[src/rtl/l2_req_arbiter_pkg.sv]
`default_nettype none
// ============================================================================
// Module      : l2_req_arbiter_pkg
// Description : Shared types and constants for the L2 request arbiter.
// Revision    : 1.0 - initial release
// ============================================================================
package l2_req_arbiter_pkg;

    localparam int IDX_W = 2;

    localparam logic [IDX_W-1:0] L2_REQ_ICACHE   = 2'd0;
    localparam logic [IDX_W-1:0] L2_REQ_DCACHE   = 2'd1;
    localparam logic [IDX_W-1:0] L2_REQ_PREFETCH = 2'd2;

    typedef enum logic [1:0] {
        IDLE    = 2'd0,
        ACCESS  = 2'd1,
        RELEASE = 2'd2
    } l2_arb_state_t;

    // Successor index with wrap at num-1.
    function automatic logic [IDX_W-1:0] idx_wrap_inc(input logic [IDX_W-1:0] idx,
                                                      input int num);
        return (int'(idx) >= num - 1) ? '0 : idx + 1'b1;
    endfunction

endpackage
`default_nettype wire

[src/rtl/l2_req_arbiter_rr_picker.sv]
`default_nettype none
// ============================================================================
// Module      : l2_req_arbiter_rr_picker
// Description : Combinational rotating-priority picker: first requester found
//               scanning from i_ptr upward, modulo NUM_REQ.
// Revision    : 1.0 - initial release
// ============================================================================
module l2_req_arbiter_rr_picker
    import l2_req_arbiter_pkg::*;
#(
    parameter int NUM_REQ = 3
)
(
    input  logic [NUM_REQ-1:0] i_req,
    input  logic [IDX_W-1:0]   i_ptr,
    output logic [NUM_REQ-1:0] o_grant,
    output logic [IDX_W-1:0]   o_idx,
    output logic               o_valid
);

    localparam int SUM_W = IDX_W + 1;

    logic [SUM_W-1:0] w_sum;

    always_comb begin
        o_grant = '0;
        o_idx   = '0;
        o_valid = 1'b0;
        w_sum   = '0;
        for (int k = 0; k < NUM_REQ; k++) begin
            w_sum = {1'b0, i_ptr} + SUM_W'(k);
            if (w_sum >= SUM_W'(NUM_REQ)) begin
                w_sum = w_sum - SUM_W'(NUM_REQ);
            end
            for (int j = 0; j < NUM_REQ; j++) begin
                if (!o_valid && i_req[j] && (w_sum == SUM_W'(j))) begin
                    o_valid    = 1'b1;
                    o_grant[j] = 1'b1;
                    o_idx      = IDX_W'(j);
                end
            end
        end
    end

endmodule
`default_nettype wire

[src/rtl/l2_req_arbiter.sv]
`default_nettype none
// ============================================================================
// Module      : l2_req_arbiter
// Description : Arbiter/sequencer for the shared L2 port (I$, D$, prefetcher).
//               Define L2_ARB_FIXED_PRIO_EN for lowest-index-wins priority.
// Revision    : 1.0 - initial release
// ============================================================================
module l2_req_arbiter
    import l2_req_arbiter_pkg::*;
#(
    parameter int NUM_REQ = 3,
    parameter int ADDR_W  = 16,
    parameter int BLOCK_W = 128
)
(
    input  logic                       clk,
    input  logic                       rst,
    input  logic [NUM_REQ-1:0]         req_read,
    input  logic [NUM_REQ-1:0]         req_write,
    input  logic [NUM_REQ*ADDR_W-1:0]  req_address,
    input  logic [NUM_REQ*BLOCK_W-1:0] req_wdata,
    output logic [NUM_REQ-1:0]         req_resp,
    output logic [BLOCK_W-1:0]         req_rdata,
    output logic [ADDR_W-1:0]          l2_address,
    output logic [BLOCK_W-1:0]         l2_wdata,
    output logic                       l2_read,
    output logic                       l2_write,
    input  logic [BLOCK_W-1:0]         l2_rdata,
    input  logic                       l2_resp,
    output logic                       busy,
    output logic [IDX_W-1:0]           grant_id
);

    l2_arb_state_t        r_state_q, w_state_d;
    logic [IDX_W-1:0]     r_grant_q, w_grant_d;
    logic [ADDR_W-1:0]    r_addr_q,  w_addr_d;
    logic [BLOCK_W-1:0]   r_wdata_q, w_wdata_d;
    logic                 r_read_q,  w_read_d;
    logic                 r_write_q, w_write_d;

    logic [NUM_REQ-1:0]   w_valid;
    logic [NUM_REQ-1:0]   w_win_onehot;
    logic [IDX_W-1:0]     w_win_idx;
    logic                 w_win_any;
    logic [IDX_W-1:0]     w_ptr;
    logic [ADDR_W-1:0]    w_sel_addr;
    logic [BLOCK_W-1:0]   w_sel_wdata;
    logic                 w_sel_write;

    assign w_valid = req_read | req_write;

`ifdef L2_ARB_FIXED_PRIO_EN
    assign w_ptr = '0;
`else
    logic [IDX_W-1:0] r_rr_ptr_q, w_rr_ptr_d;

    // Pointer moves past the last winner only once its transaction retires.
    always_comb begin
        w_rr_ptr_d = r_rr_ptr_q;
        if (r_state_q == RELEASE) begin
            w_rr_ptr_d = idx_wrap_inc(r_grant_q, NUM_REQ);
        end
    end

    always_ff @(posedge clk) begin
        if (rst) begin
            r_rr_ptr_q <= '0;
        end else begin
            r_rr_ptr_q <= w_rr_ptr_d;
        end
    end

    assign w_ptr = r_rr_ptr_q;
`endif

    l2_req_arbiter_rr_picker #(
        .NUM_REQ (NUM_REQ)
    ) u_picker (
        .i_req   (w_valid),
        .i_ptr   (w_ptr),
        .o_grant (w_win_onehot),
        .o_idx   (w_win_idx),
        .o_valid (w_win_any)
    );

    // One-hot AND-OR mux of the winning requester's slot; write wins over read.
    always_comb begin
        w_sel_addr  = '0;
        w_sel_wdata = '0;
        w_sel_write = 1'b0;
        for (int j = 0; j < NUM_REQ; j++) begin
            if (w_win_onehot[j]) begin
                w_sel_addr  = w_sel_addr  | req_address[j*ADDR_W +: ADDR_W];
                w_sel_wdata = w_sel_wdata | req_wdata[j*BLOCK_W +: BLOCK_W];
                w_sel_write = w_sel_write | req_write[j];
            end
        end
    end

    always_comb begin
        w_state_d = r_state_q;
        w_grant_d = r_grant_q;
        w_addr_d  = r_addr_q;
        w_wdata_d = r_wdata_q;
        w_read_d  = r_read_q;
        w_write_d = r_write_q;
        case (r_state_q)
            IDLE: begin
                if (w_win_any) begin
                    w_state_d = ACCESS;
                    w_grant_d = w_win_idx;
                    w_addr_d  = w_sel_addr;
                    w_wdata_d = w_sel_wdata;
                    w_write_d = w_sel_write;
                    w_read_d  = !w_sel_write;
                end
            end
            ACCESS: begin
                if (l2_resp) begin
                    w_state_d = RELEASE;
                    w_read_d  = 1'b0;
                    w_write_d = 1'b0;
                end
            end
            RELEASE: begin
                w_state_d = IDLE;
            end
            default: begin
                w_state_d = IDLE;
                w_read_d  = 1'b0;
                w_write_d = 1'b0;
            end
        endcase
    end

    always_ff @(posedge clk) begin
        if (rst) begin
            r_state_q <= IDLE;
            r_grant_q <= L2_REQ_ICACHE;
            r_addr_q  <= '0;
            r_wdata_q <= '0;
            r_read_q  <= 1'b0;
            r_write_q <= 1'b0;
        end else begin
            r_state_q <= w_state_d;
            r_grant_q <= w_grant_d;
            r_addr_q  <= w_addr_d;
            r_wdata_q <= w_wdata_d;
            r_read_q  <= w_read_d;
            r_write_q <= w_write_d;
        end
    end

    // Completion is routed only to the current owner, in the l2_resp cycle.
    always_comb begin
        req_resp = '0;
        if ((r_state_q == ACCESS) && l2_resp) begin
            for (int j = 0; j < NUM_REQ; j++) begin
                if (r_grant_q == IDX_W'(j)) begin
                    req_resp[j] = 1'b1;
                end
            end
        end
    end

    assign req_rdata  = l2_rdata;
    assign l2_address = r_addr_q;
    assign l2_wdata   = r_wdata_q;
    assign l2_read    = r_read_q;
    assign l2_write   = r_write_q;
    assign busy       = (r_state_q != IDLE);
    assign grant_id   = r_grant_q;

endmodule
`default_nettype wire

[config.mk]
export PLATFORM = sky130hd
export DESIGN_NAME = l2_req_arbiter
export DESIGN_NICKNAME = d
export VERILOG_FILES = /design/src/rtl/l2_req_arbiter_pkg.sv /design/src/rtl/l2_req_arbiter_rr_picker.sv /design/src/rtl/l2_req_arbiter.sv
export SDC_FILE = /design/constraint.sdc
export NUM_CORES = 1
export LEC_CHECK = 0
export CORE_AREA = 5 5 328 330
export CTS_BUF_LIST = sky130_fd_sc_hd__clkbuf_4 sky130_fd_sc_hd__clkbuf_8 sky130_fd_sc_hd__clkbuf_16
export DETAILED_ROUTE_END_ITERATION = 8
export DIE_AREA = 0 0 333 335
export PLACE_DENSITY = 0.4
export SYNTH_ARGS = -nofsm -noshare
export SYNTH_HDL_FRONTEND = slang
export SYNTH_SLANG_ARGS = --single-unit
[constraint.sdc]
create_clock -name clk -period 2.45 [get_ports clk]
set_input_delay 0.49 -clock clk [delete_from_list [all_inputs] [get_ports clk]]
set_output_delay 0.49 -clock clk [all_outputs]
set_load 0.02 [all_outputs]
; Yosys cells after proc, flatten, opt, wreduce, memory -nomap -nowiden
; Index checks and enable logic that the tools add are counted.
[op_classes]
n_eq_ne = 12
magnitude_cmp = 4
n_addsub = 6
bitwise = 8
n_reduce_logical = 36
muxes = 50
[op_table]
columns = op, count
row1 = $mux W128, 3
row2 = $or A128 B128 Y128, 2
row3 = $mux W16, 3
row4 = $or A16 B16 Y16, 2
row5 = $mux W1, 27
row6 = $mux W2, 10
row7 = $logic_and A1 B1 Y1, 18
row8 = $mux W3, 4
row9 = $eq A3 B1 Y1 const B, 3
row10 = $eq A3 B2 Y1 const B, 3
row11 = $logic_not A1 Y1, 9
row12 = $logic_not A3 Y1, 3
row13 = $ge A3 B2 Y1 const B, 2
row14 = $pmux W1 S3, 2
row15 = $sub A3 B2 Y3 const B, 2
row16 = $eq A2 B1 Y1 const B, 2
row17 = $eq A2 B2 Y1 const B, 2
row18 = $ge A2 B2 Y1 const B, 2
row19 = $logic_not A2 Y1, 2
row20 = $pmux W2 S2, 1
row21 = $reduce_and A2 Y1, 2
row22 = $add A2 B1 Y3 const B, 1
row23 = $add A2 B2 Y3 const B, 1
row24 = $or A3 B3 Y3, 1
row25 = 8 further kinds, 9
[totals]
ff_bits = 152
word_cells = 123
out_inout_bits = 280
in_bits = 569

; Logic depth before layout (Yosys ltp)
; Gate-level depths: netlist of the first run.
[depth]
depth_word = 41
ltp_mapped = 11

; Hierarchy
; From an unflattened synthesis of the first run, not the netlist that was laid out.
[unflattened]
cells_unflattened = 862
hier_area_um2 = 7858.8
[modules_own_cells]
columns = mod, cells_each, area_each_um2, n_inst
row1 = l2_req_arbiter, 843, 7716.2, 1
row2 = l2_req_arbiter_rr_picker, 19, 142.6, 1

; Worst setup path before layout of the first run
; OpenSTA, ideal clock, no wires.
[synth_path]
kind = register to register
start = register r_rr_ptr_q[0]
end = register r_wdata_q[103] (netlist: l2_wdata[103])
path_stages_with_launch = 11
path_buffers = 3
t_arrival_ps = 1992
slack_ps = 377
period_less_slack_ps = 2073
required_ps = 2370
cell_sequence = dfxtp_1 -> inv_1 -> ha_1 -> buf_4 -> and2b_1 -> a211oi_2 -> nor3_4 -> buf_4 -> clkbuf_1 -> nand2_1 -> a211oi_2
[synth_between]
elab_chain_cells = 38
[synth_rtl]
columns = item, line
row1 = from (decl), l2_req_arbiter.sv:55  ; logic [IDX_W-1:0] r_rr_ptr_q, w_rr_ptr_d;
row2 = from (signal assigned), l2_req_arbiter.sv:69  ; r_rr_ptr_q <= w_rr_ptr_d;
row3 = $sub A2 B2 Y3 / $ge A2 B2 Y1 (equally long branches), "l2_req_arbiter_rr_picker.sv:33, l2_req_arbiter_rr_picker.sv:32"
row4 = $mux W3, l2_req_arbiter_rr_picker.sv:32  ; if (w_sum >= SUM_W'(NUM_REQ)) begin
row5 = $logic_not A3 Y1, l2_req_arbiter_rr_picker.sv:36  ; if (!o_valid && i_req[j] && (w_sum == SUM_W'(j))) begin
row6 = $logic_and A1 B1 Y1, l2_req_arbiter_rr_picker.sv:36
row7 = $mux W1, l2_req_arbiter_rr_picker.sv:36
row8 = $logic_not A1 Y1, l2_req_arbiter_rr_picker.sv:36
row9 = $logic_and A1 B1 Y1 (2 in series), l2_req_arbiter_rr_picker.sv:36
row10 = $mux W1, l2_req_arbiter_rr_picker.sv:36
row11 = (+19 left out), n/a
row12 = $mux W1, l2_req_arbiter_rr_picker.sv:36
row13 = $logic_not A1 Y1, l2_req_arbiter_rr_picker.sv:36
row14 = $logic_and A1 B1 Y1 (2 in series), l2_req_arbiter_rr_picker.sv:36
row15 = $mux W1, l2_req_arbiter_rr_picker.sv:36
row16 = $logic_not A1 Y1, l2_req_arbiter_rr_picker.sv:36
row17 = $logic_and A1 B1 Y1 (2 in series), l2_req_arbiter_rr_picker.sv:36
row18 = $mux W1, l2_req_arbiter_rr_picker.sv:36
row19 = $mux W128 / $reduce_and A2 Y1 (equally long branches), n/a
row20 = to (signal assigned), l2_req_arbiter.sv:148  ; r_wdata_q <= w_wdata_d;
row21 = to (decl), l2_req_arbiter.sv:37  ; logic [BLOCK_W-1:0] r_wdata_q, w_wdata_d;
; Parallel ways exist; a longest one is shown, timed or not.
; A chain may end at the register's enable or synchronous reset.

; Final worst setup path of the first run
[layout_path]
start = register r_rr_ptr_q[0]
end = register r_wdata_q[42] (netlist: l2_wdata[42])
; Same word-level chain as after synthesis.

==> results.md, run 1 <==
- 849 — ports placed on the boundary
- flip-flop — CP startpoint kind
- done — clock tree from TritonCTS
- 8.59 um^2 — synthesized area per cell
- l2_read — startpoint of the most critical hold path
- 2,874 — Cells after DPL
- dfxtp_1 — cell taking the most area after synthesis
- 16,000 um^2 — area after detailed placement
- 119 — number of rows in the core area
- 0 — Final Hold Fails
- 5.61 nW — leakage power figure
- 9.69 mW — Overall Power
- 2 — maximum clock path buffer count
- 580 nW/um^2 — Cell Pwr Density
- 335 um — height of the die
- 2 — buffers plus inverters on the worst setup path
- 14.2% — fraction of layout cells with a size suffix above 1
- l2_read — Endpoint, Worst Hold
- no — RSZ-0062 raised after global routing
- 21.1 um — DR WL/cell
- 0 — max capacitance violation total
- 97.7% — final period utilization
- 2390 ps — minimum clock period after layout
- 17 — clock buffers created by TritonCTS
- 71 — pin count of the biggest net entering global routing
- reg -> reg — kind of critical path
- 10,500 — vias in the first global route
- 17.1 ps — worst setup skew after layout
- 1,018 — cell count after synthesis
- 7 — Pre-Repair DR Iteration Count
- 4 — level count of the clock H-tree
- 60 ps — minimum setup slack among reg-to-reg paths
- 34.8% — sequential area share after synthesis
- 91.1% — P&R area growth vs syn
- 82,700 um — first-pass GRT wire length
- 0 — gr ovfl total
- 2 — number of cells on the worst hold path
- 37 — distinct cell type count of the synthesized netlist
- 105,000 um^2 — area of the placeable core
- l2_wdata[42] — RR Endpoint
- 152 — CTS sink count
- 61,600 um — wire length reported by the detailed router
- dfxtp_1 — dominant synthesized flop cell
- 0 ps — final total negative setup slack
- 152 — number of register bits inferred by synthesis
- 0 — final setup fails
- 482 — initial drt markers
- flip-flop — endpoint type of the worst setup path
- r_rr_ptr_q[0] — Worst R2R Start
- 16.0% — utilization of the core after routing
- inv_1, ha_4, nor3_1, a31o_2, or2_4, buf_12, a221oi_1, a211oi_1 — series of cell instances along the critical path
- 2,915 — Non-Filler Instances
- 34.8% — area share of the leading cell type in the synthesized netlist
- 0.369 mV — maximum vdd ir drop
- 0 — hold-fix buffers at CTS
- 0 — final count of pins violating max slew
- clkbuf_16 — clock root cell
- compound AO/OA/AOI/OAI gates — gate family responsible for the most delay along the worst path
- 592 — quantity of I/O buffers inserted on ports
- 500 ps — later-pin clock latency in the skew report
- 63.5% — relative max-transition margin
- a221oi_1 — critical path's slowest cell
- 0% — ys async rst share
- 10.3% — total global-route track usage
- 3.49 — drt via density
- 50,200 um — sum of net half-perimeters after detailed placement
- 70 — maximum fanout encountered on the critical timing path
- 14 — antenna violations before repair
- 112,000 um^2 — total die area
- 10,200 — total via count after detailed routing
- 8750 um^2 — cell area after synthesis
- 0 — warnings from Yosys
- 2760 ps — Arr. time, crit path
- 8.37% — Initial Utilization
- 11,800 — filler instances
- dfxtp_1, a211oi_1, buf_4, a221oi_1, a221oi_2 — cell types with the largest area share after synthesis
- 0.418 GHz — max frequency
- 0.799 — final weighted congestion in routability-driven placement
- 2810 ps — required time of the worst setup path
- 0 — antenna viol nets, final
- 2,076 — Net count, final
- 0 — number of synthesized flops with an enable pin
- 548 ps — Tightest Pin Transition
- 16,700 um^2 — cell area after layout
- reg -> reg — worst hold-check path type
- 0 — residual DRC count
- 1,589 — syn_nets
- 80 ps — clock transition at the register clock pins on the worst setup and hold paths after CTS
- completed — run status
- 8 — worst-case reg-to-reg path depth
- 440 ps — crit-path max cell delay
- 333 um — die width
[per-layer routing]
layer  share of wire [%]  track usage, %
met5                0.20           0.340
met4                 2.6            3.37
met3                  12            5.65
met2                  47            16.8
met1                  39            11.6
[layout by cell type, fill, tap and decap left out, types with 4 or more instances in the layout]
cell and count:
nor3b_1 4, clkdlybuf4s50_1 586, clkinvlp_4 4, a211oi_1 137
clkbuf_16 19, dfxtp_1 151, a221oi_1 90, nor3_1 6
nor2_1 151, a221oi_4 4, buf_12 20, inv_8 4
nand2_1 148, a211oi_2 11, dlygate4sd2_1 4, buf_4 78
a221oi_2 51, a21oi_1 7, inv_6 5, diode_2 6
[per-stage QoR]
| stage | hold WS (ps) | setup slack, ps |
|---|---|---|
| 6_report | 478 | 56.2 |
| 5_1_grt | 482 | 16.4 |
| 4_1_cts | 457 | 11.3 |
| 3_5_place_dp | 473 | -1160 |
| 3_3_place_gp | 458 | -1200 |
| 2_1_floorplan | 442 | 377 |
[area by class of cell]
type | instances | area, um^2 | area share [%]
Antenna cell | 6 | 15.0 | 0.0898
Clock buffer | 18 | 439 | 2.63
Tap cell | 1391 | 1740 | 10.4
Multi-Input combinational cell | 637 | 4320 | 25.9
Timing Repair Buffer | 694 | 7010 | 42.0
Clock inverter | 14 | 128 | 0.764
Inverter | 3 | 11.3 | 0.0674
Sequential cell | 152 | 3040 | 18.2
[flip-flops by register name (all words and copies together), names as in the netlist]
name and count:
r_rr_ptr_q 2, l2_read 1, l2_write 1, r_state_q 2, l2_wdata 128, l2_address 16, grant_id 2
[synthesized netlist by cell type (2+ instances only)]
| master | instances |
|---|---|
| a211oi_1 | 137 |
| a211oi_2 | 12 |
| a21oi_1 | 7 |
| a221oi_1 | 94 |
| a221oi_2 | 50 |
| buf_2 | 24 |
| buf_4 | 137 |
| buf_6 | 10 |
| clkbuf_1 | 53 |
| dfxtp_1 | 152 |
| ha_1 | 2 |
| inv_1 | 3 |
| nand2_1 | 148 |
| nand2b_1 | 2 |
| nor2_1 | 152 |
| nor3_1 | 6 |
| nor3_4 | 2 |
| nor3b_1 | 4 |
| or2_1 | 3 |
| or3_1 | 3 |
[where the power goes]
part | total (mW) | switching, mW | internal, mW
combinational | 3.88 | 1.92 | 1.96
clock | 2.77 | 1.41 | 1.37
sequential | 3.04 | 0.220 | 2.82
total | 9.69 | 3.55 | 6.14
[logic make-up after synthesis]
family	Yosys count	synth area share [%]
and+or+nand+nor	326	15.0
AOI/OAI and AO/OA	308	32.8
buffers and inverters	229	17.0
DFF	152	34.8
adders and majority gates	2	0.286
muxes	1	0.129
[how the worst max path moves through the flow]
stage / start / end / slack [ps] / cells past startpoint
floorplan: r_rr_ptr_q[0] / l2_wdata[103] / 380 / 10
global placement: req_write[1] / l2_wdata[6] / -1200 / 8
detailed placement: req_write[1] / l2_wdata[5] / -1160 / 8
CTS: r_rr_ptr_q[0] / l2_wdata[23] / 10 / 8
global route: r_rr_ptr_q[0] / l2_wdata[6] / 20 / 8
finish: r_rr_ptr_q[0] / l2_wdata[42] / 60 / 8
[timing repair]
action                     in CTS  in global routing
pin swaps                       3                  1
buffers inserted                1                  0
setup endpoints to repair       9                 19
resized for setup              15                  5
cloned                          0                  2
[worst reg2reg max path: stages (launching register included)]
cell and delay, ps:
dfxtp_2 370, inv_1 80, ha_4 330, nor3_1 70, a31o_2 220, or2_4 280
buf_12 190, a221oi_1 600, a211oi_1 140
Note: power is estimated with default switching activity, not from simulation.
==> run 2, diff against run 1 <==
--- a/config.mk
+++ b/config.mk
@@ -5,11 +5,13 @@
 export SDC_FILE = /design/constraint.sdc
 export NUM_CORES = 1
 export LEC_CHECK = 0
-export CORE_AREA = 5 5 328 330
+export CELL_PAD_IN_SITES_DETAIL_PLACEMENT = 1
+export CELL_PAD_IN_SITES_GLOBAL_PLACEMENT = 1
+export CORE_AREA = 5 5 323 325
 export CTS_BUF_LIST = sky130_fd_sc_hd__clkbuf_4 sky130_fd_sc_hd__clkbuf_8 sky130_fd_sc_hd__clkbuf_16
 export DETAILED_ROUTE_END_ITERATION = 8
-export DIE_AREA = 0 0 333 335
-export PLACE_DENSITY = 0.4
+export DIE_AREA = 0 0 328 330
+export PLACE_DENSITY = 0.51
 export SYNTH_ARGS = -nofsm -noshare
 export SYNTH_HDL_FRONTEND = slang
 export SYNTH_SLANG_ARGS = --single-unit
==> run 2 against run 1 <==
  * Sequential power about the same
  * Clock skew increased by 2.1 ps
  * First-iteration DRC count decreased by 28%
  * Power increased by 4.7%
==> results.md, run 2 (same netlist as run 1, synthesis figures left out) <==
- 17.8% — fraction of layout cells with a size suffix above 1, was 14.2%
- 22.2 um — DR WL/cell, was 21.1 um
- 80 ps — clock transition at the register clock pins on the worst setup and hold paths after CTS, about the same
- 9 — worst-case reg-to-reg path depth, was 8
- 2810 ps — required time of the worst setup path, about the same
- 11.1% — total global-route track usage, was 10.3%
- 0 — residual DRC count, unchanged
- 5.85 nW — leakage power figure, was 5.61 nW
- yes — RSZ-0062 raised after global routing, was no
- 8.65% — Initial Utilization, was 8.37%
- 1 — number of cells on the worst hold path, was 2
- 19.2 ps — worst setup skew after layout, was 17.1 ps
- l2_wdata[56] — RR Endpoint, was l2_wdata[42]
- 101,000 um^2 — area of the placeable core, was 105,000 um^2
- 330 um — height of the die, was 335 um
- 328 um — die width, was 333 um
- 849 — ports placed on the boundary, unchanged
- 473 ps — final-layout worst hold slack, was 478 ps
- 11,300 — vias in the first global route, was 10,500
- 10.2 mW — Overall Power, was 9.69 mW
- reg -> reg — kind of critical path, unchanged
- completed — run status, unchanged
- 57.1% — relative max-transition margin, was 63.5%
- 54.5 ps — Worst Setup Slack, final, was 56.2 ps
- 2760 ps — Arr. time, crit path, about the same
- reg -> reg — worst hold-check path type, unchanged
- 3.51 — drt via density, was 3.49
- clkdlybuf4s50_1 — leading cell type in the layout, fill and taps excluded, unchanged
- 641 ps — Tightest Pin Transition, was 548 ps
- 500 ps — later-pin clock latency in the skew report, about the same
- 0 — max capacitance violation total, unchanged
- 0.849 — final weighted congestion in routability-driven placement, was 0.799
- 152 — CTS sink count, unchanged
- clkdlybuf4s50_1, nor2_1, dfxtp_1 — most frequent cells in the layout, unchanged
- 4 — Pre-Repair DR Iteration Count, was 7
- 0.417 GHz — max frequency, was 0.418 GHz
- 591 nW/um^2 — Cell Pwr Density, was 580 nW/um^2
- 346 — initial drt markers, was 482
- 117 — number of rows in the core area, was 119
- 85,600 um — first-pass GRT wire length, was 82,700 um
- 50 ps — minimum setup slack among reg-to-reg paths, was 60 ps
- 3050 um^2 — register area, was 3040 um^2
- 64,800 um — wire length reported by the detailed router, was 61,600 um
- 128 — number of flip-flops under the largest register name, unchanged
- 11,800 — filler instances, about the same
- 0 — antenna viol nets, final, unchanged
- 67 — pin count of the biggest net entering global routing, was 71
- 0.367 mV — maximum vdd ir drop, was 0.369 mV
- 4 — level count of the clock H-tree, unchanged
- 0 — hold-fix buffers at CTS, unchanged
- 11 — antenna violations before repair, was 14
- 0 — Final Hold Fails, unchanged
- 108,000 um^2 — total die area, was 112,000 um^2
- flip-flop — endpoint type of the worst setup path, unchanged
- r_rr_ptr_q[0] — Worst R2R Start, unchanged
- 2 — maximum clock path buffer count, unchanged
- 2,102 — Net count, final, was 2,076
- 30 — maximum fanout encountered on the critical timing path, was 70
- 0 — gr ovfl total, unchanged
- 10,200 — total via count after detailed routing, about the same
- flip-flop — CP startpoint kind, unchanged
- -835 ps — worst slack at placement, was -1160 ps
- r_state_q[1] — startpoint of the most critical hold path, was l2_read
- 17 — clock buffers created by TritonCTS, unchanged
- 96.4% — P&R area growth vs syn, was 91.1%
- 97.8% — final period utilization, was 97.7%
- 0 ps — final total negative setup slack, unchanged
- 4580 um^2 — area of combinational cells with multiple inputs, was 4320 um^2
- 592 — quantity of I/O buffers inserted on ports, unchanged
- 0 — final count of pins violating max slew, unchanged
- done — clock tree from TritonCTS, unchanged
- 51,600 um — sum of net half-perimeters after detailed placement, was 50,200 um
- 2400 ps — minimum clock period after layout, was 2390 ps
- clkbuf_16 — clock root cell, unchanged
- 0 — final setup fails, unchanged
- r_state_q[0] — Endpoint, Worst Hold, was l2_read
## run 2: area by class of cell
class	count	area share, %
clock inverter	8	0.721
antenna	5	0.0728
timing repair buffer	720	42.1
clock buffer	21	2.72
sequential	152	17.7
inverter	3	0.0655
tap	1368	9.96
multi-input combinational	637	26.6
## run 2: worst max-delay path by stage
stage / end / startpoint / slack (ps) / cells after the start
after global placement: l2_wdata[47] / req_read[0] / -850 / 8
after floorplan: l2_wdata[103] / r_rr_ptr_q[0] / 380 / 10
after global routing: l2_wdata[37] / r_rr_ptr_q[0] / -8 / 9
after detailed placement: l2_wdata[47] / req_read[0] / -830 / 8
final: l2_wdata[56] / r_rr_ptr_q[0] / 50 / 9
after CTS: l2_wdata[38] / r_rr_ptr_q[0] / 2 / 9
## run 2: report_power, final
part	leakage (nW)	internal [mW]	switching, mW	total [mW]
clock network	0.288	1.66	1.29	2.95
registers	1.26	2.82	0.221	3.04
logic	4.30	2.08	2.08	4.16
## run 2: timing repair
action                     in CTS  in global routing
resized for setup              42                 39
pin swaps                       0                  6
setup endpoints to repair      70                 86
cloned                          0                  4
setup buffers                   0                  7
## run 2: metrics by stage
step	area [um^2]	utilization, %	cells
after floorplan	8750	-	1018
after global placement	16000	15.8	2869
after detailed placement	16000	15.8	2869
after CTS	16800	16.6	2898
after global routing	17200	17.0	2909
final	17200	17.0	2914
## run 2: worst max-delay path, cell delays in order (launching register included)
cell and delay (ps):
dfxtp_4 370, inv_2 50, ha_4 300, nor3_1 60, a31o_2 230, or2_4 280
buf_16 180, buf_6 250, a221oi_2 310, a211oi_1 130
## run 2: metal layers
layer  vias to the layer above  global-route usage, %  part of all wire (%)
li1                       4667                      -                     -
met3                       121                   4.74                   8.6
met5                         -                      0                 0.065
met1                      4951                   12.0                    39
met4                         6                   3.47                   2.4
met2                       472                   19.8                    50
